===== config.mk =====
export PLATFORM = sky130hd
export DESIGN_NAME = q_enc_gen
export DESIGN_NICKNAME = d
export VERILOG_FILES = /design/src/rtl/q_enc_gen.sv
export SDC_FILE = /design/constraint.sdc
export NUM_CORES = 1
export LEC_CHECK = 0
export BUFFER_PORTS_ARGS = -buffer_cell sky130_fd_sc_hd__buf_2
export CAP_MARGIN = 20
export CORE_MARGIN = 3
export CORE_UTILIZATION = 55
export DETAILED_ROUTE_END_ITERATION = 12
export GPL_TIMING_DRIVEN = 0
export PLACE_DENSITY_LB_ADDON = 0.3
export SYNTH_ARGS = -nofsm -noshare
export SYNTH_HDL_FRONTEND = slang
export SYNTH_SLANG_ARGS = --single-unit

===== constraint.sdc =====
create_clock -name clock -period 10.7 [get_ports clock]
set_input_delay 0.535 -clock clock [delete_from_list [all_inputs] [get_ports clock]]
set_output_delay 0.535 -clock clock [all_outputs]
set_load 0.005 [all_outputs]

===== src/rtl/q_enc_gen.sv =====
// Quadrature encoder generator: steps position toward target, emitting A/B/Z with min edge spacing.
// First edge 1 clock after accept, then one per max(period,1) clocks; ena=0 freezes, no backpressure.
module q_enc_gen #(
  parameter int CNT_W = 32,
  parameter int PER_W = 16,
  parameter int CPR   = 4000
) (
  input  logic             clock,
  input  logic             sclr_n,
  input  logic             ena,
  input  logic             dir,
  input  logic [CNT_W-1:0] target,
  input  logic             target_valid,
  input  logic [PER_W-1:0] period,
  input  logic             load,
  input  logic [CNT_W-1:0] load_pos,
  output logic [CNT_W-1:0] position,
  output logic             busy,
  output logic             done,
  output logic             A,
  output logic             B,
  output logic             Z,
  output logic             error
);

  localparam int IDX_W = $clog2(CPR);
  localparam logic [IDX_W-1:0] IDX_MAX = IDX_W'(CPR - 1);

  typedef enum logic [1:0] {S_IDLE, S_WAIT, S_WAIT_LAST} state_t;

  state_t           r_state;
  logic [CNT_W-1:0] r_pos;
  logic [CNT_W-1:0] r_tgt;
  logic [PER_W-1:0] r_period;
  logic [PER_W-1:0] r_timer;
  logic [IDX_W-1:0] r_idx;
  logic             r_dir;
  logic             r_a;
  logic             r_b;
  logic             r_z;
  logic             r_done;
  logic             r_error;

  logic [CNT_W:0]   w_diff;
  logic             w_down;
  logic [CNT_W-1:0] w_pos_nxt;
  logic [IDX_W-1:0] w_idx_nxt;
  logic             w_at_tgt;
  logic             w_busy;
  logic             w_load_ok;
  logic             w_step;
  logic             w_dir_ld;

  // dir=0: A = p1^p0, B = p1 (A leads on increasing count); dir=1 swaps the pins
  function automatic logic ph_a(input logic [1:0] p, input logic d);
    return d ? p[1] : (p[1] ^ p[0]);
  endfunction

  function automatic logic ph_b(input logic [1:0] p, input logic d);
    return d ? (p[1] ^ p[0]) : p[1];
  endfunction

  // Sign from the widened difference so moves never take the wrap-around shortcut
  assign w_diff    = {r_tgt[CNT_W-1], r_tgt} - {r_pos[CNT_W-1], r_pos};
  assign w_down    = w_diff[CNT_W];
  assign w_pos_nxt = w_down ? (r_pos - CNT_W'(1)) : (r_pos + CNT_W'(1));
  assign w_idx_nxt = w_down ? ((r_idx == '0) ? IDX_MAX : (r_idx - IDX_W'(1)))
                            : ((r_idx == IDX_MAX) ? '0 : (r_idx + IDX_W'(1)));
  assign w_at_tgt  = (r_tgt == r_pos);
  assign w_busy    = (r_state != S_IDLE);
  assign w_load_ok = load && !w_busy;
  assign w_dir_ld  = target_valid ? dir : r_dir;
  assign w_step    = !w_at_tgt && ((r_state == S_IDLE) ||
                                   (r_state == S_WAIT && r_timer == '0));

  always_ff @(posedge clock) begin
    if (!sclr_n) begin
      r_state  <= S_IDLE;
      r_pos    <= '0;
      r_tgt    <= '0;
      r_period <= PER_W'(1);
      r_timer  <= '0;
      r_idx    <= '0;
      r_dir    <= 1'b0;
      r_a      <= 1'b0;
      r_b      <= 1'b0;
      r_z      <= 1'b1;
      r_done   <= 1'b0;
      r_error  <= 1'b0;
    end else begin
      r_done <= 1'b0;
      if (target_valid) begin
        r_tgt    <= target;
        r_dir    <= dir;
        r_period <= (period == '0) ? PER_W'(1) : period;
      end
      if (load && w_busy) r_error <= 1'b1;

      if (w_load_ok) begin
        r_pos <= load_pos;
        r_idx <= '0;
        r_z   <= 1'b1;
        r_a   <= ph_a(load_pos[1:0], w_dir_ld);
        r_b   <= ph_b(load_pos[1:0], w_dir_ld);
      end else if (ena) begin
        if (w_step) begin
          r_pos   <= w_pos_nxt;
          r_idx   <= w_idx_nxt;
          r_z     <= (w_idx_nxt == '0);
          r_a     <= ph_a(w_pos_nxt[1:0], r_dir);
          r_b     <= ph_b(w_pos_nxt[1:0], r_dir);
          r_timer <= r_period - PER_W'(1);
          r_state <= (w_pos_nxt == r_tgt) ? S_WAIT_LAST : S_WAIT;
        end else begin
          case (r_state)
            S_WAIT: begin
              if (w_at_tgt) r_state <= S_WAIT_LAST;
              if (r_timer != '0) r_timer <= r_timer - PER_W'(1);
            end
            S_WAIT_LAST: begin
              if (!w_at_tgt) begin
                r_state <= S_WAIT;
              end else if (r_timer == '0) begin
                r_state <= S_IDLE;
                r_done  <= 1'b1;
              end else begin
                r_timer <= r_timer - PER_W'(1);
              end
            end
            default: ;
          endcase
        end
      end
    end
  end

  assign position = r_pos;
  assign busy     = w_busy;
  assign done     = r_done;
  assign A        = r_a;
  assign B        = r_b;
  assign Z        = r_z;
  assign error    = r_error;

endmodule

; ---- Yosys cells after proc, flatten, opt, wreduce, memory -nomap -nowiden
; Index checks and enable logic that the tools add are counted.
[word_totals]
register_bits = 116
in_bits = 86
output_inout_bits = 38
wordCells = 90
[op_classes]
n_addsub = 7
n_eq_ne = 10
mux = 31
n_bitwise = 7
reduce_logical = 23
[op_table]
columns = op, n
row1 = two-way mux 32 bit, 4
row2 = two-way mux 16 bit, 5
row3 = equality test 32 bit, 2
row4 = two-way mux 12 bit, 3
row5 = subtractor 32 x 32 -> 33 bit, 1
row6 = "adder 32 x 1 -> 32 bit, second input constant", 1
row7 = logical NOT 16 bit, 2
row8 = case mux 16 bit (2 select lines), 1
row9 = "subtractor 16 x 1 -> 16 bit, second input constant", 2
row10 = "subtractor 32 x 1 -> 32 bit, second input constant", 1
row11 = logical NOT 12 bit, 2
row12 = nonzero test 16 bit, 1
row13 = "adder 12 x 1 -> 12 bit, second input constant", 1
row14 = "equality test 12 bit, second input constant", 1
row15 = two-way mux 1 bit, 12
row16 = "subtractor 12 x 1 -> 12 bit, second input constant", 1
row17 = two-way mux 2 bit, 5
row18 = "inequality test 3 bit, second input constant", 3
row19 = AND reduction 6 bit, 1
row20 = nonzero test 2 bit, 3
row21 = OR reduction 6 bit, 1
row22 = inverter 1 bit, 5
row23 = AND reduction 5 bit, 1
row24 = logical AND 1 bit, 4
row25 = 12 further kinds, 15

; ---- Longest topological paths before layout
[logic_depth]
word_depth = 7
ltp_mapped = 22

; ---- Least setup slack after synthesis
; OpenSTA, ideal clock, no wires.
[synth_path]
path_kind = register -> register
start = register r_pos[31], in the netlist position[31]
end = register r_state[0]
setup_time_ns = 0.114
arrival_time_ns = 5.176
required_time_ns = 10.586
setup_slack_ns = 5.410
path_stages_with_launch = 22
path_buffers = 2
period_less_slack_ns = 5.290
cell_sequence = dfxtp_1 -> inv_1 -> ha_1 -> clkbuf_1 -> nand4_1 -> nor3_1 -> nand2b_1 -> o21a_1 -> a21o_1 -> nand2_2 -> ha_1 -> clkbuf_1 -> a21oi_1 -> nor2_1 -> a311o_1 -> a21oi_1 -> o21ai_1 -> a221oi_1 -> xnor3_1 -> nor4b_1 -> nand4_1 -> a21o_1
[synth_between]
elab_chain_cells = 5
[synth_lines]
columns = element, line_no
row1 = "start, declared", 32  ; logic [CNT_W-1:0] r_pos;
row2 = "start signal, assigned", 100  ; r_pos <= load_pos;
row3 = "start signal, assigned", 107  ; r_pos <= w_pos_nxt;
row4 = "subtractor 32 x 32 -> 33 bit, or another cell as far along", 64  ; assign w_diff = {r_tgt[CNT_W-1], r_tgt} - {r_pos[CNT_W-1], r_pos};
row5 = two-way mux 32 bit or logical NOT 1 bit (tied branches), n/a
row6 = equality test 32 bit or logical AND 1 bit (tied branches), "113, 73"
row7 = "two-way mux 2 bit, or another cell as far along", 113  ; r_state <= (w_pos_nxt == r_tgt) ? S_WAIT_LAST : S_WAIT;
row8 = two-way mux 2 bit or AND reduction 5 bit (tied branches), n/a
row9 = "end signal, assigned", 113
row10 = "end, declared", 31  ; state_t r_state;
; Several ways; a longest one is shown, not always the timed one.
; A chain may end at the register's enable or synchronous reset.

; ---- Worst setup path after layout
; Ends and elaborated chain as after synthesis.

==> summary.md <==
| Metric | Value |
|---|---|
| Seq pwr share | `14.4%` |
| CP endpoint kind | `register` |
| Design Area, Final | `10900 µm²` |
| Tot GR Track Use | `34.0%` |
| Post-synthesis compound-gate area fraction | `21.9%` |
| Post-synthesis register bit count | `116` |
| Post-synthesis mux area share | `7.30%` |
| Lkg Pwr | `4.73 nW` |
| Worst VDD drop | `259 µV` |
| Relative slew slack | `29.9%` |
| Setup Fix Bufs, Post-CTS | `0` |
| RSZ-0062 raised after global routing | `no` |
| WP depth | `20` |
| Clock Path Buffers | `2` |
| WL/cell | `20.0 µm` |
| Yosys top cell area share | `24.6%` |
| Via density per instance | `6.25` |
| # fillers | `1466` |
| Share of cells above drive strength 1 | `13.2%` |
| Worst Path Required | `11020 ps` |
| Yosys top cell by area | `dfxtp_1` |
| Total chip power | `4.57 mW` |
| Initial antenna violation count | `1` |
| Final Slew Violations | `0` |
| Status | `finished, final reports clean` |
| # DRC | `0` |
| CTS buffer count | `17` |
| Cell Rows | `47` |
| Vias in the first global route | `9057` |
| Largest net degree at the start of global routing | `44` |
| Top Ports | `124` |
| Buffers added on ports | `122` |
| Routed Antenna Nets | `0` |
| Drt pass-1 iters | `6` |
| CTS tree | `built` |
| Worst hold slack | `340 ps` |
| Min Tclk post-route | `7780 ps` |
| Main combinational cell family by area after synthesis | `simple AND/OR/NAND/NOR gates` |
| Die Y | `137 µm` |
| Max Clk Rate | `129 MHz` |
| CP Class | `register to register` |
| Internal power | `2.21 mW` |
| Clock latency on the worst-skew pair | `430 ps` |
| Synth Area in Simple Gates | `24.3%` |
| Most used cell, CP | `nand4_1` |
| Bufs and invs on worst path | `3` |
| Core area | `16700 µm²` |
| Gate count of the mapped netlist | `1237` |
| Synth top area cells | `dfxtp_1 25%, ha_1 9.3%, mux2i_1 6.6%` |
| Biggest cell delay along the critical path | `780 ps` |
| Post-synth EDFFs | `0` |
| Worst path slowest cell | `nor3_1` |
| Switching share of power | `51.5%` |
| Cell Area, Placed | `10300 µm²` |
| Clock skew | `10.4 ps` |
| Count leader, synth | `nor2_1` |
| Ant diodes | `0` |
| Final period utilization | `72.7%` |
| Layout Nets | `1535` |
| Post-synth top flop | `dfxtp_1` |
| CP cell instances | `inv_1 -> ha_1 -> clkbuf_1 -> nand4_1 -> nor3_1 -> o311ai_1 -> nand4_1 -> nand2_2 -> ha_1 -> clkbuf_1 -> nand2_1 -> o21ai_0 -> a211oi_1 -> a211oi_1 -> nor4b_1 -> nor4_1 -> nand4b_1 -> nor4b_1 -> nand4_1 -> a21o_1` |
| CP arrival | `8100 ps` |
| Switch Pwr | `2.35 mW` |
| Syn Area/Cell | `7.62 µm²` |
| Max_cap viols | `0` |
| Die area | `18700 µm²` |
| Worst reg-to-reg path cell count | `20` |
| Clk pwr share | `13.8%` |
| Total wire length | `32200 µm` |
| Critical Path End | `r_state[0]` |
| Syn-to-layout area delta | `16.1%` |
| Hold_buf cts | `0` |
| Worst-Margin Slew | `1050 ps` |
| Clock Tree Root | `clkbuf_16` |
| RePlAce Congestion | `0.973` |
| Post-synth cell types | `78` |
| Clk slew on worst S/H paths | `60 ps` |
| DR vias | `10100` |
| Power per Cell Area | `417 nW/µm²` |
| Synth Area in Adders | `9.50%` |
| Commonest cells in the netlist | `152 x nor2_1, 124 x nand2_1, 116 x dfxtp_1` |
| Final core occ | `65.5%` |
| Worst Hold Class | `primary input to register` |
| Synth Area in XOR/XNOR | `7.35%` |
| Initial Util | `56.4%` |
| Clock Sinks | `116` |
| Crit-path max FO | `43` |
| Reg2reg start | `position[31]` |
| Crit path launch | `position[31]` |
| Critical path startpoint category | `register` |
| Worst reg2reg setup slack | `2920 ps` |
| Worst r2r dst | `r_state[0]` |
| 1st-iter DRT viols | `1112` |
| Total grt overflow | `0` |
| H-tree depth | `4` |
| Setup tns final | `0 ps` |
| Fraction of registers with async set/reset | `0%` |
| First-pass GRT wire length | `49400 µm` |
| Hold Fails Final Rpt | `0` |
| Register area share after synthesis | `24.6%` |
| Delay-heaviest family, CP | `simple AND/OR/NAND/NOR gates` |
| Detailed placer's ending HPWL | `24300 µm` |
| Combinational Power Share | `71.8%` |
| Mapped Area | `9430 µm²` |
| Post-CTS resize count | `0` |
| Synth Warn # | `0` |
| Setup violators final | `0` |
| Post-Syn Nets | `1394` |
| Die width | `137 µm` |
==> routing by layer <==
metal / share of wire, % / wire [µm] / vias up / GRT usage (%)
li1: - / - / 4792 / -
met1: 43 / 13900 / 4668 / 47.2
met2: 44 / 14000 / 523 / 51.5
met3: 9.8 / 3160 / 81 / 7.43
met4: 3.4 / 1090 / 2 / 13.0
met5: 0.040 / 13 / - / 0
==> kinds of logic (layout without fill, tap and decap cells) <==
group / Yosys count / count (layout)
buffers and inverters: 121 / 275
and+or+nand+nor: 474 / 474
AOI/OAI and AO/OA: 321 / 321
muxes: 66 / 66
DFF: 116 / 116
adders and majority gates: 71 / 71
xor gates and xnor gates: 68 / 68
==> state kept, by name, indices dropped and copies added, names as in the netlist <==
| register | cells |
|---|---|
| r_state | 2 |
| r_timer | 16 |
| error | 1 |
| r_idx | 12 |
| position | 32 |
| A | 1 |
| Z | 1 |
| r_dir | 1 |
| r_period | 16 |
| B | 1 |
| done | 1 |
| r_tgt | 32 |
==> worst register-to-register path: cells and delay by family (launching register included) <==
| family | cells | cell delay, ps |
|---|---|---|
| AO/OA/AOI/OAI | 5 | 1870 |
| AND/OR/NAND/NOR | 10 | 3750 |
| adder cells (fa/ha/maj) | 2 | 860 |
| buffers and inverters | 3 | 780 |
| flip-flops | 1 | 430 |
==> cell usage in the layout, fill, tap and decap left out, types with 7 or more instances in the layout <==
cell type	synthesis	layout
a21o_1	11	11
nand2_1	124	124
a31oi_1	11	11
buf_2	4	126
nand2b_1	9	9
o2111ai_1	8	8
o211ai_1	21	21
buf_1	10	10
clkbuf_16	0	17
or2_2	9	9
nor3_1	51	51
nor2b_1	12	12
a311oi_1	12	12
o21a_1	14	14
ha_1	70	70
clkbuf_1	55	57
xnor2_1	44	44
inv_1	48	48
nor4_1	15	15
nor2_1	152	152
a21oi_1	99	99
a211oi_1	26	26
mux2i_1	62	62
and3_1	7	7
nand3_1	21	21
dfxtp_1	116	116
nand4_1	23	23
o21ai_0	62	62
xor2_1	17	17
==> worst min-delay path by stage <==
stage                       endpoint  cells past startpoint        from
after global routing       r_tgt[22]                      3  target[22]
after global placement         error                      2       error
after CTS                  r_tgt[17]                      3  target[17]
after detailed placement  r_timer[6]                      2  r_timer[6]
after floorplan           r_timer[6]                      2  r_timer[6]
final                      r_tgt[17]                      3  target[17]
==> area by class of cell <==
class | instances | area [µm²] | share of cell area [%]
Buffer | 71 | 287 | 2.62
Clock buffer | 21 | 460 | 4.21
Clock inverter | 11 | 175 | 1.60
Inverter | 50 | 188 | 1.71
Multi-Input combinational cell | 1000 | 6630 | 60.6
Sequential cell | 116 | 2320 | 21.2
Tap cell | 220 | 275 | 2.51
Timing Repair Buffer | 122 | 611 | 5.58
==> power by group through the flow <==
stage / Combinational (mW) / Clock, mW / Sequential, mW
finish: 3.28 / 0.632 / 0.656
global route: 3.59 / 0.650 / 0.665
CTS: 3.21 / 0.630 / 0.650
detailed placement: 3.18 / 0 / 0.657
global placement: 3.14 / 0 / 0.657
floorplan: 2.42 / 0 / 0.625
==> stage by stage <==
step | instances | worst slack [ps]
2_1_floorplan | 1237 | 5410
3_3_place_gp | 1579 | 3320
3_5_place_dp | 1579 | 3170
4_1_cts | 1611 | 3140
5_1_grt | 1611 | 2430
6_report | 1611 | 2920
(Power assumes the default switching activity.)
